===== src/rtl/conv_writeback.sv =====
// Output writeback for the conv NPU: captures per-PE result groups into a small FIFO
// and serializes the set lanes into FRAM, one word per accepted write.
module conv_writeback #(
  parameter int PE_NUM      = 4,
  parameter int DATA_W      = 32,
  parameter int ADDR_W      = 32,
  parameter int GROUP_DEPTH = 4,
  parameter int ADDR_STEP   = 4
) (
  input  logic                     clk,
  input  logic                     rst,
  input  logic                     start,
  input  logic [ADDR_W-1:0]        output_baseaddr,
  input  logic [PE_NUM-1:0]        out_en,
  input  logic [PE_NUM*DATA_W-1:0] pe_result,
  input  logic                     flush,
  output logic                     wb_busy,
  output logic                     fram_wr_en,
  output logic [ADDR_W-1:0]        fram_wr_addr,
  output logic [DATA_W-1:0]        fram_wr_data,
  input  logic                     fram_wr_ready,
  output logic                     done,
  output logic                     overflow,
  output logic [31:0]              words_written
);

  localparam int PTR_W  = (GROUP_DEPTH > 1) ? $clog2(GROUP_DEPTH) : 1;
  localparam int CNT_W  = PTR_W + 1;
  localparam int LANE_W = (PE_NUM > 1) ? $clog2(PE_NUM) : 1;

  typedef enum logic [1:0] {S_IDLE, S_RUN, S_DRAIN, S_DONE} state_t;

  state_t                    state_q, state_d;
  logic [PE_NUM-1:0]         mask_q [GROUP_DEPTH];
  logic [PE_NUM*DATA_W-1:0]  data_q [GROUP_DEPTH];
  logic [PTR_W-1:0]          rd_ptr_q, wr_idx_q;
  logic [CNT_W-1:0]          count_q;
  logic [ADDR_W-1:0]         wr_ptr_q;
  logic [31:0]               words_q;
  logic                      overflow_q;

  logic                      empty, full, wr_active, fire, push, pop, drop, found;
  logic [PE_NUM-1:0]         head_mask, mask_next;
  logic [PE_NUM*DATA_W-1:0]  head_data;
  logic [LANE_W-1:0]         lane_sel;

  assign empty     = (count_q == '0);
  assign full      = (count_q == CNT_W'(GROUP_DEPTH));
  assign head_mask = mask_q[rd_ptr_q];
  assign head_data = data_q[rd_ptr_q];

  always_comb begin
    lane_sel = '0;
    found    = 1'b0;
    for (int i = 0; i < PE_NUM; i++) begin
      if (head_mask[i] && !found) begin
        lane_sel = LANE_W'(i);
        found    = 1'b1;
      end
    end
  end

  assign wr_active = !empty && (state_q == S_RUN || state_q == S_DRAIN);
  assign fire      = wr_active && fram_wr_ready;
  assign mask_next = head_mask & ~(PE_NUM'(1) << lane_sel);
  assign pop       = fire && (mask_next == '0);
  assign push      = (state_q == S_RUN) && (|out_en) && !full;
  assign drop      = (state_q == S_RUN) && (|out_en) && full;

  always_comb begin
    state_d = state_q;
    case (state_q)
      S_IDLE:  if (start) state_d = S_RUN;
      S_RUN:   if (flush) state_d = S_DRAIN;
      S_DRAIN: if (empty) state_d = S_DONE;
      S_DONE:  state_d = S_IDLE;
      default: state_d = S_IDLE;
    endcase
  end

  always_ff @(posedge clk) begin
    if (rst) begin
      state_q    <= S_IDLE;
      rd_ptr_q   <= '0;
      wr_idx_q   <= '0;
      count_q    <= '0;
      wr_ptr_q   <= '0;
      words_q    <= '0;
      overflow_q <= 1'b0;
    end else begin
      state_q <= state_d;
      count_q <= count_q + CNT_W'(push) - CNT_W'(pop);
      if (push) wr_idx_q <= wr_idx_q + 1'b1;
      if (pop)  rd_ptr_q <= rd_ptr_q + 1'b1;
      if (state_q == S_IDLE && start) begin
        wr_ptr_q   <= output_baseaddr;
        words_q    <= '0;
        overflow_q <= 1'b0;
      end else begin
        if (fire) begin
          wr_ptr_q <= wr_ptr_q + ADDR_W'(ADDR_STEP);
          words_q  <= words_q + 32'd1;
        end
        if (drop) overflow_q <= 1'b1;
      end
    end
  end

  // Push only lands in a free slot, so it never aliases the head being consumed.
  always_ff @(posedge clk) begin
    if (push) begin
      mask_q[wr_idx_q] <= out_en;
      data_q[wr_idx_q] <= pe_result;
    end
    if (fire) mask_q[rd_ptr_q] <= mask_next;
  end

  assign fram_wr_en    = wr_active;
  assign fram_wr_addr  = wr_ptr_q;
  assign fram_wr_data  = wr_active ? head_data[lane_sel*DATA_W +: DATA_W] : '0;
  assign wb_busy       = (state_q == S_RUN && count_q >= CNT_W'(GROUP_DEPTH - 1)) ||
                         state_q == S_DRAIN || state_q == S_DONE;
  assign done          = (state_q == S_DONE);
  assign overflow      = overflow_q;
  assign words_written = words_q;

endmodule


===== config.mk =====
export PLATFORM = sky130hd
export DESIGN_NAME = conv_writeback
export DESIGN_NICKNAME = d
export VERILOG_FILES = /design/src/rtl/conv_writeback.sv
export SDC_FILE = /design/constraint.sdc
export NUM_CORES = 1
export LEC_CHECK = 0
export ABC_AREA = 1
export BUFFER_PORTS_ARGS = -buffer_cell sky130_fd_sc_hd__buf_2
export CAP_MARGIN = 20
export CORE_UTILIZATION = 50
export DETAILED_ROUTE_END_ITERATION = 6
export GPL_ROUTABILITY_DRIVEN = 0
export PLACE_DENSITY = 0.66
export SYNTH_ARGS = -nofsm -noshare
export SYNTH_HDL_FRONTEND = slang
export SYNTH_SLANG_ARGS = --single-unit
export TNS_END_PERCENT = 30

===== constraint.sdc =====
create_clock -name clk -period 9.8 [get_ports clk]
set_input_delay 1.47 -clock clk [delete_from_list [all_inputs] [get_ports clk]]
set_output_delay 1.47 -clock clk [all_outputs]
set_load 0.01 [all_outputs]

# [After elaboration in Yosys (flattened, before gate mapping)]
# Memory sizes are Yosys's and may differ from the RTL's. A register that Yosys moved wholly into a read port is not among the register bits.
# Cells that the tools add are included.
[op_classes] n_addsub=6 n_lt_le_gt_ge=1 n_eq_ne=7 shifts=2 mux=21 bitwise_logic=2 n_reduce_logical=26
[op_table] op="128-bit by 8-bit indexed part select with 32-bit output" n=1
[op_table] op="32-bit two-way mux" n=3
[op_table] op="32-bit by 1-bit adder with 32-bit output, second input constant" n=1
[op_table] op="32-bit by 3-bit adder with 32-bit output, second input constant" n=1
[op_table] op="2-bit two-way mux" n=9
[op_table] op="1-bit logical AND" n=11
[op_table] op="1-bit two-way mux" n=8
[op_table] op="2-bit one-hot mux with 4 select lines" n=1
[op_table] op="2-bit inequality test, second input constant" n=3
[op_table] op="1-bit zero test" n=5
[op_table] op="2-bit by 1-bit adder with 2-bit output, second input constant" n=2
[op_table] op="4-bit AND" n=1
[op_table] op="2-bit == test, second input constant" n=2
[op_table] op="4-bit zero test" n=1
[op_table] op="4-bit NOT" n=1
[op_table] op="4-bit OR reduction" n=1
[op_table] op="1-bit by 2-bit left shift with 4-bit output, first input constant" n=1
[op_table] op="3-bit by 1-bit adder with 3-bit output" n=1
[op_table] op="3-bit == test, second input constant" n=1
[op_table] op="3-bit by 2-bit >= comparator with 1-bit output, second input constant" n=1
[op_table] op="3-bit zero test" n=1
[op_table] op="1-bit logical OR" n=3
[op_table] op="3-bit AND reduction" n=1
[op_table] op="3-bit by 1-bit subtractor with 3-bit output" n=1
[op_table] op="other kinds (4)" n=4
[totals] ff_bits=74 mem_bits_rw=528 inputBits=169 output_inout_bits=100 word_cells=74 memories=2
[mem_list] name="data_q" words=4 width=128 rd=1 rd_ports_with_merged_regs=1 wr=1 line="35" source="logic [PE_NUM*DATA_W-1:0] data_q [GROUP_DEPTH];"
[mem_list] name="mask_q" words=4 width=4 rd=1 rd_ports_with_merged_regs=1 wr=2 line="34" source="logic [PE_NUM-1:0] mask_q [GROUP_DEPTH];"

# [Depth between registers and ports, before layout]
# Gate-level depths: netlist of run 1.
[depth] word_depth=17 mapped_depth=16 depth_no_buf=15

# [Worst setup path before layout of run 1]
# OpenSTA, ideal clock, no wires.
[synth_path] kind="input to register" startpoint="input out_en[3]" endpoint="memory data_q[0][0] (netlist name), enable pin" setup_ps=617 arrival_ps=7213 required_ps=9183 path_slack_ps=1969 stages=5 n_path_buf=1 cell_sequence="nor2_1 > nand2_1 > nand3b_1 > clkbuf_1 > nor2_1"
[synth_between] elab_chain_cells=5
[synth_lines] element="start: declaration" line="14" source="input logic [PE_NUM-1:0] out_en,"
[synth_lines] element="4-bit OR reduction" line="67" source="assign push = (state_q == S_RUN) && (|out_en) && !full;"
[synth_lines] element="1-bit logical AND (2 in a row)" line="67"
[synth_lines] element="1-bit two-way mux" line="111" source="if (push) begin"
[synth_lines] element="1-bit two-way mux (not written as such)" line="113" source="data_q[wr_idx_q] <= pe_result;"
[synth_lines] element="end: declaration" line="35"
# Every way passes these cells.

==> results of run 1 <==
==> cell type report <==
type                       count  area, um^2
antenna                       12        30.0
clock buffer                  81        1600
clock inverter                29         233
fill                        4478       22300
inverter                     172         658
multi-input combinational   1807        8060
sequential                   604       17400
tap                          688         861
timing repair buffer         286        1550
==> tightest hold or removal path, delay by kind of cell (launching register included) <==
family        cells  cell delay (ns)
flops             1             0.33
simple gates      2             0.13
==> layer usage <==
layer  GRT usage (%)  part of all wire, %
met1            34.3                   41
met4            9.19                  3.2
met3            5.32                  8.0
met5               0                 0.24
met2            43.2                   48
==> flip-flops by register name, summed over array words and instances (netlist names), 2 cells and up, named ones only <==
name           flops
words_written     32
mask_q            16
fram_wr_addr      32
rd_ptr_q           2
state_q            2
count_q            3
wr_idx_q           2
data_q           512
==> synthesized netlist by cell type, types with 6 or more instances <==
cell type	count	area, um^2
nor3_1	13	65.1
xor2_1	11	96.3
a32o_1	32	320
a21oi_1	87	435
o21ai_0	38	190
nand2_1	978	3670
buf_2	50	250
ha_1	18	225
buf_6	6	67.6
clkbuf_1	68	255
inv_1	171	642
nand2_2	6	37.5
nand4_1	9	56.3
nand3b_1	16	120
buf_1	12	45.0
nand3_1	302	1510
nor2_1	264	991
edfxtp_1	528	15900
o211ai_1	7	52.6
dfxtp_1	76	1520
==> worst max-delay path by stage <==
stage              start                to  slack, ns  cells after the start
3_5_place_dp   flip-flop  fram_wr_data[30]       3.98                     12
3_3_place_gp   flip-flop   fram_wr_data[5]       4.13                     12
2_1_floorplan  out_en[3]      data_q[0][0]       1.97                      5
4_1_cts        flip-flop  fram_wr_data[30]       3.26                     12
6_report       flip-flop  fram_wr_data[30]       3.51                     13
5_1_grt        flip-flop  fram_wr_data[30]       3.22                     13
==> per-stage QoR <==
step	total power [W]	setup WS, ns	cells
2_1_floorplan	0.00475	1.97	2720
3_3_place_gp	0.00536	4.13	3555
3_5_place_dp	0.00540	3.98	3555
4_1_cts	0.00755	3.26	3665
5_1_grt	0.00789	3.22	3671
6_report	0.00750	3.51	3679
==> power groups by stage <==
stage	clock, W	combinational (W)	sequential [W]
finish	0.00215	0.00203	0.00332
global route	0.00230	0.00225	0.00335
CTS	0.00220	0.00203	0.00332
detailed placement	0	0.00202	0.00338
global placement	0	0.00199	0.00337
floorplan	0	0.00134	0.00341
==> kinds of logic after synthesis <==
logic type | synth area share [%]
buffers and inverters | 4.77
DFF | 65.1
adders and majority gates | 0.919
xor gates and xnor gates | 0.493
and+or+nand+nor | 24.4
AOI/OAI and AO/OA | 4.24
==> flow_metrics.tcl, run 1 <==
set metrics [dict create \
    status "finished clean" \
    layout_common_cells "nand2_1, edfxtp_1, nand3_1, buf_2, nor2_1" \
    track_usage_pct 26.2 \
    timing.slew.headroom_pct 26.4 \
    path_delay_family "simple AND/OR/NAND/NOR gates" \
    ios 269 \
    period_share_pct 64.2 \
    grt-ovfl-total 0 \
    place_area_um2 28500 \
    clock_latency_ns 0.65 \
    port_buffers 268 \
    synth_edf_count 528 \
    synthCells 2720 \
    ys_warn_count 0 \
    utilization_pct 57.7 \
    dr.pass1.iters 5 \
    cp-start-kind "flip-flop" \
    whs_path_depth 2 \
    cp_slowest_cell "dfxtp_4" \
    initial_utilization_pct 50.7 \
    tightest_slew_ns 1.10 \
    die-area_um2 54300 \
    htreeDepth 2 \
    drive_gt1_share_pct 12.8 \
    synth_ff_type "edfxtp_1" \
    ff2ff_path_depth 17 \
    min_to "fram_wr_addr[0]" \
    worstSetupPathType "flip-flop to primary output" \
    cts_buffers 61 \
    antenna_left 0 \
    switchingPower_w 0.00253 \
    cp.arrival_ns 4.82 \
    wl_per_cell_um 19.4 \
    ctsLongestPathBuffers 3 \
    swShare_pct 33.8 \
    endpoint_kind "primary output" \
    cts_tree "yes" \
    hp-class "flip-flop to flip-flop" \
    yosys_register_bits 604 \
    syn_avg_cell_area_um2 9.81 \
    dr_total_vias 19802 \
    first_iter_violations 1697 \
    antenna_found_initial 32 \
    syn_nets 2908 \
    core_area_um2 52700 \
    grt_pass1_wl_um 107000 \
    clock_skew_ns 0.0512 \
    r2r-end "count_q[2]" \
    route.final.wire_length_um 71300 \
    p_int_w 0.00497 \
    fin_tns_setup_ns 0 \
    synthDistinctLibCells 38 \
    finalMaxSlewViolations 0 \
    rsz0062_at_grt "no" \
    cts.clk_slew.worst_paths_ns 0.06 \
    root_buffer "clkbuf_16" \
    vias_per_cell 5.38 \
    seqPwrFrac_pct 44.3 \
    holdWs_ns 0.491 \
    critical_path_buf_inv_count 3 \
    critPathMaxFanout 96 \
    r2r_slack_ns 5.40 \
    hold_path.startpoint "fram_wr_addr[0]" \
    max_freq_ghz 0.159 \
    p_comb_share_pct 27.0 \
    nets 3120 \
    netlist_area_um2 26700 \
    stdcell_area_um2 30400 \
    cpPeakStageDelay_ns 0.94 \
    drv_cap 0 \
    hold_viol 0 \
    clkPwrFrac_pct 28.7 \
    async_reset_ff_share_pct 0 \
    crit_chain "buf_4 > buf_16 > nand2_1 > nand3_1 > nand2_4 > nand2_2 > nand2_4 > nand2_4 > nand2_1 > nand3_1 > nand2_1 > nor2_1 > buf_2" \
    drc 0 \
    ctsHoldBuffers 0 \
    grt_max_degree 170 \
    numClockSinks 604 \
    cts-resized-gates 0 \
    leakage_nw 12.1 \
    powerDensity_nw_per_um2 247 \
    layout_commonest_cell "nand2_1" \
    die_y_um 233 \
    post-route-min-period_ns 6.29 \
    syn_to_final_growth_pct 13.9 \
    synth.yosys.seq_area_share_pct 65.1 \
    grt_pass1_vias 18380 \
    required_ns 8.33 \
    post_cts_buffers 0 \
    fp-row-count 84 \
    setup_viol 0 \
    vdd_drop_max_v 0.000251 \
    fp.dieW_um 233 \
    dp_hpwl_um 45100 \
]
(Power assumes the default switching activity.)
==> inputs of run 2 (changes only) <==
- ABC_AREA: 1 -> 0
- PLACE_DENSITY: 0.66 -> 0.67
- clock period: 9.8 -> 6.5 ns (I/O delays scaled with it)
==> run 2 against run 1 <==
Net effect:
- worst setup slack worse by 2.5 ns
- clock-buffer cell count down 3
- combinational power up 50%
- largest power group unchanged
- hold slack worse by 0.026 ns
- highest routed layer unchanged
==> flow_metrics.tcl, run 2 <==
set metrics [dict create \
    synth_top_cell_by_area "edfxtp_1" \
    timing.slew.headroom_pct 26.7 \
    netlist_area_um2 25000 \
    dp_hpwl_um 37000 \
    clock_latency_ns 0.62 \
    cts-resized-gates 0 \
    hold_path.startpoint "fram_wr_addr[1]" \
    ios 269 \
    dr.pass1.iters 6 \
    initial_utilization_pct 50.9 \
    die-area_um2 50900 \
    hp-class "flip-flop to flip-flop" \
    max_freq_ghz 0.182 \
    fin_tns_setup_ns 0 \
    rsz0062_at_grt "no" \
    vias_per_cell 5.94 \
    ctsHoldBuffers 0 \
    r2r-end "count_q[2]" \
    fp-row-count 81 \
    grt_max_degree 107 \
    holdWs_ns 0.464 \
    port_buffers 268 \
    cp-start-kind "flip-flop" \
    r2r_slack_ns 2.67 \
    synth_edf_count 528 \
    numClockSinks 604 \
    track_usage_pct 24.5 \
    dr_total_vias 16580 \
    period_share_pct 84.5 \
    async_reset_ff_share_pct 0 \
    tightest_slew_ns 1.10 \
    grt_pass1_vias 16236 \
    setup_viol 0 \
    fp.dieW_um 226 \
    hold_viol 0 \
    route.final.wire_length_um 63000 \
    min_to "fram_wr_addr[1]" \
    post_cts_buffers 0 \
    clock_skew_ns 0.0273 \
    ys_warn_count 0 \
    yosys_register_bits 604 \
    root_buffer "clkbuf_16" \
    yosys-top-cells-count "edfxtp_1, nand2_1, nand3_1, mux2i_1, o21ai_0" \
    required_ns 5.52 \
    critPathMaxFanout 64 \
    drv_cap 0 \
    post-route-min-period_ns 5.49 \
    cts_tree "yes" \
    first_iter_violations 1408 \
    synthDistinctLibCells 52 \
    yosysTopAreaCellShare_pct 63.4 \
    vdd_drop_max_v 0.000365 \
    htreeDepth 2 \
    ctsLongestPathBuffers 3 \
    antenna_found_initial 13 \
    leakage_nw 10.1 \
    endpoint_kind "primary output" \
    finalMaxSlewViolations 0 \
    status "finished clean" \
    drc 0 \
    syn_nets 2011 \
    drive_gt1_share_pct 20.0 \
    wl_per_cell_um 22.6 \
    layout_commonest_cell "edfxtp_1" \
    synthCells 1823 \
    utilization_pct 58.9 \
    largest_reg_flops 512 \
    syn_to_final_growth_pct 15.7 \
    cp.arrival_ns 4.52 \
    largest_register "data_q" \
    layout_common_cells "edfxtp_1, buf_2, nand2_1, nand3_1, mux2i_1" \
    worstSetupPathType "flip-flop to primary output" \
    synth.yosys.seq_area_share_pct 69.5 \
    synth.most_common_cell "edfxtp_1" \
    synth_area_leaders "edfxtp_1, dfxtp_1, mux2i_1, nand2_1, nand3_1" \
    cts.clk_slew.worst_paths_ns 0.06 \
    syn_avg_cell_area_um2 13.7 \
    core_area_um2 49200 \
    nets 2257 \
    antenna_left 0 \
    die_y_um 226 \
    cts_buffers 61 \
    whs_path_depth 2 \
    ff2ff_path_depth 13 \
    grt-ovfl-total 0 \
    powerDensity_nw_per_um2 395 \
    grt_pass1_wl_um 94300 \
    synth_ff_type "edfxtp_1" \
]
[run 2: cell types whose count changed after synthesis, moves of 63 or more]
cell	delta
nand2_1	-738
nor2_1	-186
mux2i_1	+104
a21oi_1	-74
nand3_1	-187
o21ai_0	+63
inv_1	-148
o22ai_1	+64
[run 2: area by class of cell]
type                       count  area [um^2]
tap                          664          831
fill                        3882        20200
multi-input combinational   1079         7050
sequential                   604        17400
timing repair buffer         300         1660
clock buffer                  78         1630
clock inverter                32          268
inverter                      23          104
antenna                       10         25.0
[run 2: logic make-up (layout without fill, tap and decap cells)]
family | after synthesis | in the layout | synth area share, %
flip-flops | 604 | 604 | 69.5
AND/OR/NAND/NOR | 504 | 504 | 8.95
AO/OA/AOI/OAI | 377 | 377 | 10.9
buffers and inverters | 140 | 433 | 2.60
multiplexers | 121 | 121 | 5.11
XOR/XNOR | 58 | 58 | 2.03
adder cells (fa/ha/maj) | 19 | 19 | 0.981
other | 0 | 10 | 0
[run 2: worst max-delay path by stage]
stage / slack, ns / endpoint / start / cells after the start
4_1_cts: 0.98 / fram_wr_data[29] / flip-flop / 8
5_1_grt: 0.82 / fram_wr_data[29] / flip-flop / 8
3_5_place_dp: 1.64 / fram_wr_data[29] / flip-flop / 8
3_3_place_gp: 1.74 / fram_wr_data[29] / flip-flop / 8
2_1_floorplan: 1.96 / data_q[0][0] / out_en[0] / 4
6_report: 1.01 / fram_wr_data[29] / flip-flop / 8
[run 2: stage by stage]
| step | cell area, um^2 | cells | power, W | setup slack (ns) |
|---|---|---|---|---|
| 2_1_floorplan | 25000 | 1823 | 0.00713 | 1.96 |
| 3_5_place_dp | 26900 | 2667 | 0.00812 | 1.64 |
| 4_1_cts | 28800 | 2777 | 0.0115 | 0.976 |
| 6_report | 28900 | 2790 | 0.0114 | 1.01 |
| 3_3_place_gp | 26900 | 2667 | 0.00805 | 1.74 |
| 5_1_grt | 28900 | 2785 | 0.0119 | 0.821 |
[run 2: report_power, final]
part	total, W	switching [W]	internal [W]
Combinational	0.00305	0.00204	0.00101
Sequential	0.00504	0.000227	0.00481
Clock	0.00335	0.00143	0.00192
[run 2: critical path, cell delays in order, from the launching register on]
cell	delay, ns
dfxtp_4	0.71
mux4_2	0.66
nand2b_4	0.58
a21oi_4	0.12
o21bai_2	0.84
buf_4	0.44
o21ai_0	0.14
a41o_1	0.24
buf_2	0.15
[run 2: per-layer routing]
layer	part of all wire [%]	wire length, um	GRT usage, %	vias to the layer above
li1	-	-	-	7560
met1	42	26400	33.1	8190
met2	47	29600	39.6	704
met3	8.4	5270	5.05	118
met4	2.7	1730	8.54	8
met5	0.079	50	0	-
